## config.mk

```make
export PLATFORM = sky130hd
export DESIGN_NAME = atomrvcore_boot_loader_flat
export DESIGN_NICKNAME = d
export VERILOG_FILES = /design/src/rtl/atomrvcore_boot_pkg.sv /design/src/rtl/atomrvcore_boot_loader_if.sv /design/src/rtl/atomrvcore_byte_packer.sv /design/src/rtl/atomrvcore_boot_loader.sv /design/src/flat_wrapper.sv
export SDC_FILE = /design/constraint.sdc
export NUM_CORES = 1
export LEC_CHECK = 0
export ABC_AREA = 1
export CAP_MARGIN = 10
export CORE_MARGIN = 10
export CORE_UTILIZATION = 56
export DETAILED_ROUTE_END_ITERATION = 8
export PLACE_DENSITY_LB_ADDON = 0.15
export SETUP_SLACK_MARGIN = 0.15
export SLEW_MARGIN = 20
export SYNTH_ARGS = -nofsm -noshare
export SYNTH_HDL_FRONTEND = slang
export SYNTH_SLANG_ARGS = --single-unit
export TNS_END_PERCENT = 100
```

## constraint.sdc

```tcl
create_clock -name clk_i -period 4.36 [get_ports clk_i]
set_input_delay 0.872 -clock clk_i [delete_from_list [all_inputs] [get_ports clk_i]]
set_output_delay 0.872 -clock clk_i [all_outputs]
set_load 0.02 [all_outputs]
```

## src/rtl/atomrvcore_boot_pkg.sv

```systemverilog
// Shared types and constants for the ICCM boot loader: FSM state encoding
// and the byte-lane geometry of a 32-bit word.
package atomrvcore_boot_pkg;

    localparam int unsigned BYTES_PER_WORD = 4;

    typedef enum logic [2:0] {
        S_LEN   = 3'd0,
        S_DATA  = 3'd1,
        S_WRITE = 3'd2,
        S_CSUM  = 3'd3,
        S_DONE  = 3'd4,
        S_ERR   = 3'd5
    } boot_state_e;

    // States in which the loader is willing to take a stream byte.
    function automatic logic accepts_bytes(input boot_state_e s);
        return (s == S_LEN) || (s == S_DATA) || (s == S_CSUM);
    endfunction

endpackage

```

## src/rtl/atomrvcore_boot_loader_if.sv

```systemverilog
// Byte-stream input and ICCM write port of the boot loader.
// The loader side uses the slave modport; the stream source / ICCM side uses master.
interface atomrvcore_boot_loader_if #(
    parameter int DATAWIDTH = 32
);
    logic [7:0]           byte_i;
    logic                 byte_valid_i;
    logic                 byte_ready_o;
    logic [DATAWIDTH-1:0] iccm_data_o;
    logic [DATAWIDTH-1:0] iccm_addr_o;
    logic                 iccm_wr_en_o;

    modport slave (
        input  byte_i, byte_valid_i,
        output byte_ready_o, iccm_data_o, iccm_addr_o, iccm_wr_en_o
    );

    modport master (
        output byte_i, byte_valid_i,
        input  byte_ready_o, iccm_data_o, iccm_addr_o, iccm_wr_en_o
    );
endinterface

```

## src/rtl/atomrvcore_byte_packer.sv

```systemverilog
// Little-endian 4-byte assembler: the first byte of a group lands in bits [7:0].
// word_valid_o/word_o are combinational so the owner can react on the 4th byte.
module atomrvcore_byte_packer
    import atomrvcore_boot_pkg::*;
(
    input  logic        clk_i,
    input  logic        rst_i,
    input  logic [7:0]  byte_i,
    input  logic        byte_en_i,
    output logic        word_valid_o,
    output logic [31:0] word_o
);
    logic [1:0]  idx_q, idx_d;
    logic [23:0] sr_q, sr_d;

    assign word_valid_o = byte_en_i && (idx_q == 2'(BYTES_PER_WORD - 1));
    assign word_o       = {byte_i, sr_q};

    // Shift in accepted bytes; the index wraps so every field starts at lane 0.
    always_comb begin
        idx_d = idx_q;
        sr_d  = sr_q;
        if (byte_en_i) begin
            sr_d  = {byte_i, sr_q[23:8]};
            idx_d = idx_q + 2'd1;
        end else begin
            sr_d  = sr_q;
            idx_d = idx_q;
        end
    end

    // Packer state register.
    always_ff @(posedge clk_i) begin
        if (rst_i) begin
            idx_q <= 2'd0;
            sr_q  <= 24'd0;
        end else begin
            idx_q <= idx_d;
            sr_q  <= sr_d;
        end
    end
endmodule

```

## src/rtl/atomrvcore_boot_loader.sv

```systemverilog
// Byte-stream program loader: fills the ICCM, then releases the core reset once.
// Optional trailing checksum word enabled by ATOMRV_BOOT_CHECKSUM_EN.
module atomrvcore_boot_loader
    import atomrvcore_boot_pkg::*;
#(
    parameter int                   DATAWIDTH  = 32,
    parameter int                   ICCM_WORDS = 1024,
    parameter logic [DATAWIDTH-1:0] BASE_ADDR  = 32'h0
) (
    input  logic                              clk_i,
    input  logic                              rst_i,
    atomrvcore_boot_loader_if.slave           bus,
    output logic                              core_rst_o,
    output logic                              done_o,
    output logic                              error_o,
    output logic [$clog2(ICCM_WORDS+1)-1:0]   words_loaded_o
);
    localparam int          WLW     = $clog2(ICCM_WORDS + 1);
    localparam logic [31:0] MAX_LEN = 32'(ICCM_WORDS);
`ifdef ATOMRV_BOOT_CHECKSUM_EN
    localparam boot_state_e S_FIN = S_CSUM;
`else
    localparam boot_state_e S_FIN = S_DONE;
`endif

    boot_state_e          state_q, state_d;
    logic [31:0]          len_q, len_d;
    logic [WLW-1:0]       wl_q, wl_d;
    logic [DATAWIDTH-1:0] data_q, data_d;
    logic [DATAWIDTH-1:0] addr_q, addr_d;
    logic                 ready_q, ready_d;
    logic                 wr_en_q, wr_en_d;
    logic                 core_rst_q, core_rst_d;
    logic                 done_q, done_d;
    logic                 error_q, error_d;
`ifdef ATOMRV_BOOT_CHECKSUM_EN
    logic [31:0]          sum_q, sum_d;
`endif

    logic        xfer_s;
    logic        pk_valid_s;
    logic [31:0] pk_word_s;

    assign xfer_s = bus.byte_valid_i & ready_q;

    atomrvcore_byte_packer u_packer (
        .clk_i        (clk_i),
        .rst_i        (rst_i),
        .byte_i       (bus.byte_i),
        .byte_en_i    (xfer_s),
        .word_valid_o (pk_valid_s),
        .word_o       (pk_word_s)
    );

    // Next-state logic; outputs are decoded from the next state so they register in step with it.
    always_comb begin
        state_d = state_q;
        len_d   = len_q;
        wl_d    = wl_q;
        data_d  = data_q;
        addr_d  = addr_q;
`ifdef ATOMRV_BOOT_CHECKSUM_EN
        sum_d   = sum_q;
`endif
        case (state_q)
            S_LEN: begin
                if (pk_valid_s) begin
                    len_d = pk_word_s;
                    if (pk_word_s == 32'd0) begin
                        state_d = S_FIN;
                    end else if (pk_word_s > MAX_LEN) begin
                        state_d = S_ERR;
                    end else begin
                        state_d = S_DATA;
                    end
                end else begin
                    state_d = S_LEN;
                end
            end
            S_DATA: begin
                if (pk_valid_s) begin
                    data_d  = pk_word_s;
                    addr_d  = BASE_ADDR + DATAWIDTH'({wl_q, 2'b00});
                    state_d = S_WRITE;
`ifdef ATOMRV_BOOT_CHECKSUM_EN
                    sum_d   = sum_q + pk_word_s;
`endif
                end else begin
                    state_d = S_DATA;
                end
            end
            S_WRITE: begin
                wl_d = wl_q + {{(WLW-1){1'b0}}, 1'b1};
                if (32'(wl_d) == len_q) begin
                    state_d = S_FIN;
                end else begin
                    state_d = S_DATA;
                end
            end
`ifdef ATOMRV_BOOT_CHECKSUM_EN
            S_CSUM: begin
                if (pk_valid_s) begin
                    state_d = (pk_word_s == sum_q) ? S_DONE : S_ERR;
                end else begin
                    state_d = S_CSUM;
                end
            end
`endif
            S_DONE:  state_d = S_DONE;
            S_ERR:   state_d = S_ERR;
            default: state_d = S_ERR;
        endcase

        ready_d    = accepts_bytes(state_d);
        wr_en_d    = (state_d == S_WRITE);
        done_d     = (state_d == S_DONE);
        error_d    = (state_d == S_ERR);
        core_rst_d = (state_d != S_DONE);
    end

    // State and registered outputs; reset wins over any same-cycle transfer.
    always_ff @(posedge clk_i) begin
        if (rst_i) begin
            state_q    <= S_LEN;
            len_q      <= 32'd0;
            wl_q       <= '0;
            data_q     <= '0;
            addr_q     <= BASE_ADDR;
            ready_q    <= 1'b1;
            wr_en_q    <= 1'b0;
            core_rst_q <= 1'b1;
            done_q     <= 1'b0;
            error_q    <= 1'b0;
`ifdef ATOMRV_BOOT_CHECKSUM_EN
            sum_q      <= 32'd0;
`endif
        end else begin
            state_q    <= state_d;
            len_q      <= len_d;
            wl_q       <= wl_d;
            data_q     <= data_d;
            addr_q     <= addr_d;
            ready_q    <= ready_d;
            wr_en_q    <= wr_en_d;
            core_rst_q <= core_rst_d;
            done_q     <= done_d;
            error_q    <= error_d;
`ifdef ATOMRV_BOOT_CHECKSUM_EN
            sum_q      <= sum_d;
`endif
        end
    end

    assign bus.byte_ready_o = ready_q;
    assign bus.iccm_wr_en_o = wr_en_q;
    assign bus.iccm_data_o  = data_q;
    assign bus.iccm_addr_o  = addr_q;
    assign core_rst_o       = core_rst_q;
    assign done_o           = done_q;
    assign error_o          = error_q;
    assign words_loaded_o   = wl_q;
endmodule

```

## src/flat_wrapper.sv

```systemverilog
// flat-port wrapper written by rule: the top's interface ports become plain ports
module atomrvcore_boot_loader_flat import atomrvcore_boot_pkg::*;
#(
    parameter int                   DATAWIDTH  = 32,
    parameter int                   ICCM_WORDS = 1024,
    parameter logic [DATAWIDTH-1:0] BASE_ADDR  = 32'h0
)
  (clk_i, rst_i, core_rst_o, done_o, error_o, words_loaded_o, bus_byte_i, bus_byte_valid_i, bus_byte_ready_o, bus_iccm_data_o, bus_iccm_addr_o, bus_iccm_wr_en_o);
  atomrvcore_boot_loader_if #(.DATAWIDTH(DATAWIDTH)) bus_i ();
  input  logic clk_i;
  input  logic rst_i;
  output logic core_rst_o;
  output logic done_o;
  output logic error_o;
  output logic [$clog2(ICCM_WORDS+1)-1:0] words_loaded_o;
  input wire logic [$bits(bus_i.byte_i)-1:0] bus_byte_i;
  input wire logic [$bits(bus_i.byte_valid_i)-1:0] bus_byte_valid_i;
  output wire logic [$bits(bus_i.byte_ready_o)-1:0] bus_byte_ready_o;
  output wire logic [$bits(bus_i.iccm_data_o)-1:0] bus_iccm_data_o;
  output wire logic [$bits(bus_i.iccm_addr_o)-1:0] bus_iccm_addr_o;
  output wire logic [$bits(bus_i.iccm_wr_en_o)-1:0] bus_iccm_wr_en_o;
  assign bus_i.byte_i = bus_byte_i;
  assign bus_i.byte_valid_i = bus_byte_valid_i;
  assign bus_byte_ready_o = bus_i.byte_ready_o;
  assign bus_iccm_data_o = bus_i.iccm_data_o;
  assign bus_iccm_addr_o = bus_i.iccm_addr_o;
  assign bus_iccm_wr_en_o = bus_i.iccm_wr_en_o;
  atomrvcore_boot_loader #(.DATAWIDTH(DATAWIDTH), .ICCM_WORDS(ICCM_WORDS), .BASE_ADDR(BASE_ADDR)) u_core (.clk_i(clk_i), .rst_i(rst_i), .bus(bus_i), .core_rst_o(core_rst_o), .done_o(done_o), .error_o(error_o), .words_loaded_o(words_loaded_o));
endmodule
```

Yosys cells after proc, flatten, opt, wreduce, memory -nomap -nowiden
Index checks and enable logic that the tools add are counted.
- add/subtract/negate cells: 2
- multipliers: 0
- div/mod/pow operators: 0
- order comparisons: 1
- eq/ne operators: 11
- shifts and indexed selects: 0
- multiplexer cells: 6
- bitwise logic cells: 1
- reductions and logical operators: 8
- operator list (cell ; count):
    equality test 11 x 32 -> 1 bit ; 1
    > comparator 32 x 11 -> 1 bit (second input constant) ; 1
    logical NOT 32 bit ; 1
    2-to-1 mux 3 bit ; 4
    case mux 3 bit (4 select lines) ; 1
    adder 11 x 1 -> 11 bit (second input constant) ; 1
    equality test 3 x 2 -> 1 bit (second input constant) ; 3
    equality test 3 bit (second input constant) ; 3
    equality test 3 x 1 -> 1 bit (second input constant) ; 2
    logical NOT 3 bit ; 2
    AND reduction 2 bit ; 2
    inequality test 3 bit (second input constant) ; 1
    adder 2 x 1 -> 2 bit (second input constant) ; 1
    equality test 2 bit (second input constant) ; 1
    logical OR 1 bit ; 2
    2-to-1 mux 2 bit ; 1
    AND 1 bit ; 1
    logical AND 1 bit ; 1
- flip-flop bits (word level): 120
- bits in latches: 0
- RAM bits: 0
- ROM bits: 0
- input port bits: 11
- output and inout port bits: 80
- logic and storage cells: 41
- memories kept: 0

Logic depth before layout (Yosys ltp)
- word-level depth: 8
- gate-level depth with buffers: 15
- mapped depth without buffers: 15

Modules after synthesis
From an unflattened synthesis, not the netlist that was laid out.
- cells, all modules: 743
- area total of the unflattened synthesis: 5233.8 um2
- modules (own cells, without submodules) (module ; times used ; cells each ; area an instance (um2)):
    atomrvcore_boot_loader ; 1 ; 568 ; 4047.6
    atomrvcore_byte_packer ; 1 ; 175 ; 1186.1

Worst setup path before layout
Ideal clock, no wire load.
- kind: input-to-reg
- start point: input bus_byte_valid_i
- end point: register u_core.core_rst_q, in the netlist u_core.core_rst_o
- library setup time: 0.115 ns
- arrival: 1.934 ns
- required time: 4.245 ns
- slack: 2.312 ns
- stages: 10
- path buffers: 2
- cells stage by stage: nand2_1 > inv_2 > nand2_1 > inv_1 > nand2_1 > inv_1 > buf_2 > buf_2 > nor2_1 > nand2_1
- word-level cells in the longest chain between the ends: 5
- elaborated cells on any way between the ends: 6
- classes of those cells: eq/ne (1); mux (3); bitwise (1); reduce/logical (1)
- ends and longest elaborated chain (element ; RTL line ; text):
    from (decl) ; flat_wrapper.sv:17 ; input wire logic [$bits(bus_i.byte_valid_i)-1:0] bus_byte_valid_i;
    AND 1 bit * ; atomrvcore_boot_loader.sv:44 ; assign xfer_s = bus.byte_valid_i & ready_q;
    logical AND 1 bit * ; atomrvcore_byte_packer.sv:16 ; assign word_valid_o = byte_en_i && (idx_q == 2'(BYTES_PER_WORD - 1));
    2-to-1 mux 2 bit / 2-to-1 mux 3 bit (equally long branches) ; atomrvcore_boot_loader.sv:81, atomrvcore_boot_loader.sv:67 ;
    case mux 3 bit (4 select lines) * ; atomrvcore_boot_loader.sv:65 ; case (state_q)
    inequality test 3 bit * ; atomrvcore_boot_loader.sv:118 ; core_rst_d = (state_d != S_DONE);
    to (signal assigned) ; atomrvcore_boot_loader.sv:145 ; core_rst_q <= core_rst_d;
    to (decl) ; atomrvcore_boot_loader.sv:33 ; logic core_rst_q, core_rst_d;
Every way passes the cells marked *; elsewhere a longest branch is shown, timed or not.
A chain may end at the register's enable or synchronous reset.

Worst setup path in the final report
- start point: input bus_byte_valid_i
- end point: register u_core.addr_q[4], in the netlist u_core.bus.iccm_addr_o[4]
- word-level cells in the longest chain between the ends: 3
- ends and longest elaborated chain (element ; RTL line ; text):
    AND 1 bit ; atomrvcore_boot_loader.sv:44 ;
    logical AND 1 bit ; atomrvcore_byte_packer.sv:16 ;
    AND reduction 2 bit (no line) ; - ;
    to (signal assigned) ; atomrvcore_boot_loader.sv:142 ; addr_q <= addr_d;
    to (decl) ; atomrvcore_boot_loader.sv:30 ; logic [DATAWIDTH-1:0] addr_q, addr_d;
No other way between the ends.

==> flow_summary_export.csv <==
group,metric,value,unit
yosys,synth.most_common_cell,"nor2_1",
clock_network,clockBufferDepth,2,
status,outcome,"finished clean",
min_path,worstHoldEndpoint,"u_core.len_q[5]$_SDFFE_PP0P_",
clock_network,post_cts_buffers,0,
clock_network,cts_sinks,120,
timing,drv_slew,0,
cells_and_area,antenna_cells,0,
global_routing,gr-usage-all-layers,19.4,%
critical_path,worstPathMaxFanout,42,
timing,skew,6.55,ps
critical_path,rr_worst_depth,11,
timing,hold_slack,468,ps
timing,setup_tns,0,ps
yosys,synth_edf_count,0,
yosys,synthTopCellsByCount,"198 x nor2_1, 120 x dfxtp_1, 110 x o21ai_0",
clock_network,cts_resized,0,
yosys,synthDistinctLibCells,32,
cells_and_area,layout-drive-gt1-share,7.35,%
cells_and_area,fin_nets,775,
placed_design,dp_hpwl,8.71,mm
global_routing,grt_pass1_wl,21.2,mm
flow_run,maxCapViolCount,0,
clock_network,clk_pin_slew,60,ps
die,core_area,0.00876,mm2
critical_path,timing.rr.start,"u_core.bus.byte_ready_o$_SDFF_PP1_",
cells_and_area,fin_cells,883,
power,switching_share,24.3,%
power,clkPwrFrac,50.0,%
global_routing,grt_overflow_total,0,
timing,worst_pin_slew,841,ps
power,intPower,2.00,mW
clock_network,h-tree-depth,4,
critical_path,worstPathRequired,4790,ps
power,p_switching,642,uW
placed_design,place_congestion,0.893,
critical_path,worstSetupEndpointType,"flop",
yosys,synth_top_area_share,47.5,%
critical_path,worst_ep_arrival_time,3080,ps
placed_design,dp_cells,851,
yosys,synth_area_per_cell,7.21,um2
routing,postRouteAntennaNets,0,
power,p_leak,2.55,nW
routing,wl,12.7,mm
routing,drt-vias-per-instance,5.27,
die,num_rows,34,
yosys,synthFlopType,"dfxtp_1",
timing,fin_crit_sh,60.8,%
die,die_w,115,um
global_routing,grt_max_degree,62,
timing,fin_crit,2650,ps
clock_network,cts-buffers-inserted,17,
min_path,hp-class,"flop to flop",
timing,rsz0062_at_grt,"false",
routing,remaining_drc_errors,0,
global_routing,antenna_found_initial,0,
clock_network,worstSkewPairLatency,510,ps
timing,hold_viol_final,0,
routing,drt_pass1_iterations,7,
routing,avgRoutedWirePerCell,14.3,um
yosys,async_reset_ff_share,0,%
timing,finalSetupViolations,0,
cells_and_area,area_growth,24.7,%
timing,max_slew_margin,43.8,%
critical_path,setup.worst_path.start_class,"input port",
critical_path,r2r-end,"u_core.bus.iccm_addr_o[4]$_SDFFE_PP0P_",
die,fp.dieArea,0.0132,mm2
timing,max_freq,377,MHz
yosys,synth_top_area_cell,"dfxtp_1",
clock_network,cts_root_buffer,"clkbuf_8",
die,die_height,115,um
clock_network,tritoncts,"yes",
global_routing,grt_pass1_vias,4466,
power,ir_drop,0.328,mV
power,cellPowerDensity,419,mW/mm2
placed_design,numPortBuffers,69,
power,comb_power_share,6.2,%
min_path,holdCritStartpoint,"u_core.len_q[5]$_SDFFE_PP0P_",
routing,drtIter0Drc,436,
yosys,ys_ff_latch,120,
power,seqPwrFrac,43.8,%
critical_path,critPathKind,"input port to flop",
die,initial_core_util,57.7,%
yosys,synthCells,701,
yosys,synth_seq_area_share,47.5,%
die,io_pins,91,
yosys,netlist_top_cells_area,"dfxtp_1 48%, nor2_1 15%, o21ai_0 11%",
clock_network,holdBufCountCts,0,
yosys,synthesis.area,0.00506,mm2
yosys,yosysWarnings,0,
routing,via_count,4653,
min_path,min_path_cells,2,
critical_path,timing.reg2reg.setup_slack,2200,ps
==> per-stage QoR <==
| stage | worst slack (ps) | utilization [%] | cell area [um2] | power [mW] |
|---|---|---|---|---|
| 3_3_place_gp | 1330 | 65.5 | 5740 | 1.33 |
| 6_report | 1710 | 72.0 | 6310 | 2.64 |
| 5_1_grt | 1500 | 72.0 | 6310 | 2.74 |
| 2_1_floorplan | 2310 | - | 5130 | 1.30 |
| 4_1_cts | 1780 | 72.0 | 6310 | 2.66 |
| 3_5_place_dp | 1260 | 65.5 | 5740 | 1.34 |
==> metal layers <==
layer  vias up  wire length, um  global-route usage, %
li1       2347                -                      -
met1      2137             5180                   22.1
met2       145             6310                   32.8
met3        24              900                   6.46
met4         0              283                   7.76
met5         -                0                      0
==> area by class of cell <==
class | count | area (um2)
sequential | 120 | 2400
clock inverter | 13 | 146
clock buffer | 19 | 422
timing repair buffer | 76 | 768
tap | 108 | 135
inverter | 47 | 176
fill | 705 | 2460
multi-input combinational | 500 | 2260
==> state kept, by name, indices dropped and copies added (netlist names) <==
signal and count:
u_core.bus.byte_ready_o 1, u_core.bus.iccm_addr_o 11, u_core.bus.iccm_data_o 32, u_core.bus.iccm_wr_en_o 1, u_core.core_rst_o 1, u_core.done_o 1, u_core.error_o 1, u_core.len_q 32
u_core.state_q 3, u_core.u_packer.idx_q 2, u_core.u_packer.sr_q 24, u_core.words_loaded_o 11
==> cell usage in the layout, fill, tap and decap left out, drive strengths merged, types with 2 or more instances in the layout <==
master / n
nand4: 5
o21ai: 112
buf: 7
ha: 2
o211ai: 3
nand3: 33
inv: 49
a21oi: 33
nor2: 204
conb: 21
nand2: 72
bufinv: 2
clkinvlp: 5
clkbuf: 19
nor3: 6
dfxtp: 120
clkdlybuf4s50: 69
a31oi: 2
xor2: 2
clkinv: 4
==> worst max-delay path by stage <==
stage / start / endpoint / slack, ps / cells after the start
2_1_floorplan: bus_byte_valid_i / u_core.core_rst_o$_SDFF_PP1_ / 2310 / 10
3_3_place_gp: bus_byte_valid_i / u_core.bus.iccm_addr_o[12]$_SDFFE_PP0P_ / 1330 / 12
3_5_place_dp: bus_byte_valid_i / u_core.bus.iccm_addr_o[4]$_SDFFE_PP0P_ / 1260 / 12
4_1_cts: bus_byte_valid_i / u_core.bus.iccm_addr_o[4]$_SDFFE_PP0P_ / 1780 / 12
5_1_grt: bus_byte_valid_i / u_core.bus.iccm_addr_o[12]$_SDFFE_PP0P_ / 1500 / 12
6_report: bus_byte_valid_i / u_core.bus.iccm_addr_o[4]$_SDFFE_PP0P_ / 1710 / 12
==> kinds of logic after synthesis <==
logic type | after synthesis | synth area share [%]
simple gates | 323 | 26.7
compound gates | 152 | 15.5
flops | 120 | 47.5
buf+inv | 101 | 9.35
xor+xnor | 2 | 0.346
fa+ha+maj | 2 | 0.495
other cells | 1 | 0.0741
==> critical path, stage by stage <==
cell,delay [ps]
clkdlybuf4s50_1,450
nand2_1,50
buf_4,210
inv_2,80
nand2_1,70
inv_1,70
nand2_1,50
buf_4,230
inv_1,410
buf_12,270
o21ai_0,110
a21oi_1,170
==> power by group through the flow <==
stage	Clock (mW)	Combinational (mW)	Sequential (mW)
3_3_place_gp	0	0.156	1.18
2_1_floorplan	0	0.130	1.17
4_1_cts	1.34	0.162	1.16
3_5_place_dp	0	0.159	1.18
6_report	1.32	0.163	1.16
5_1_grt	1.39	0.185	1.16
No activity file was read; power rests on OpenSTA's default activity.
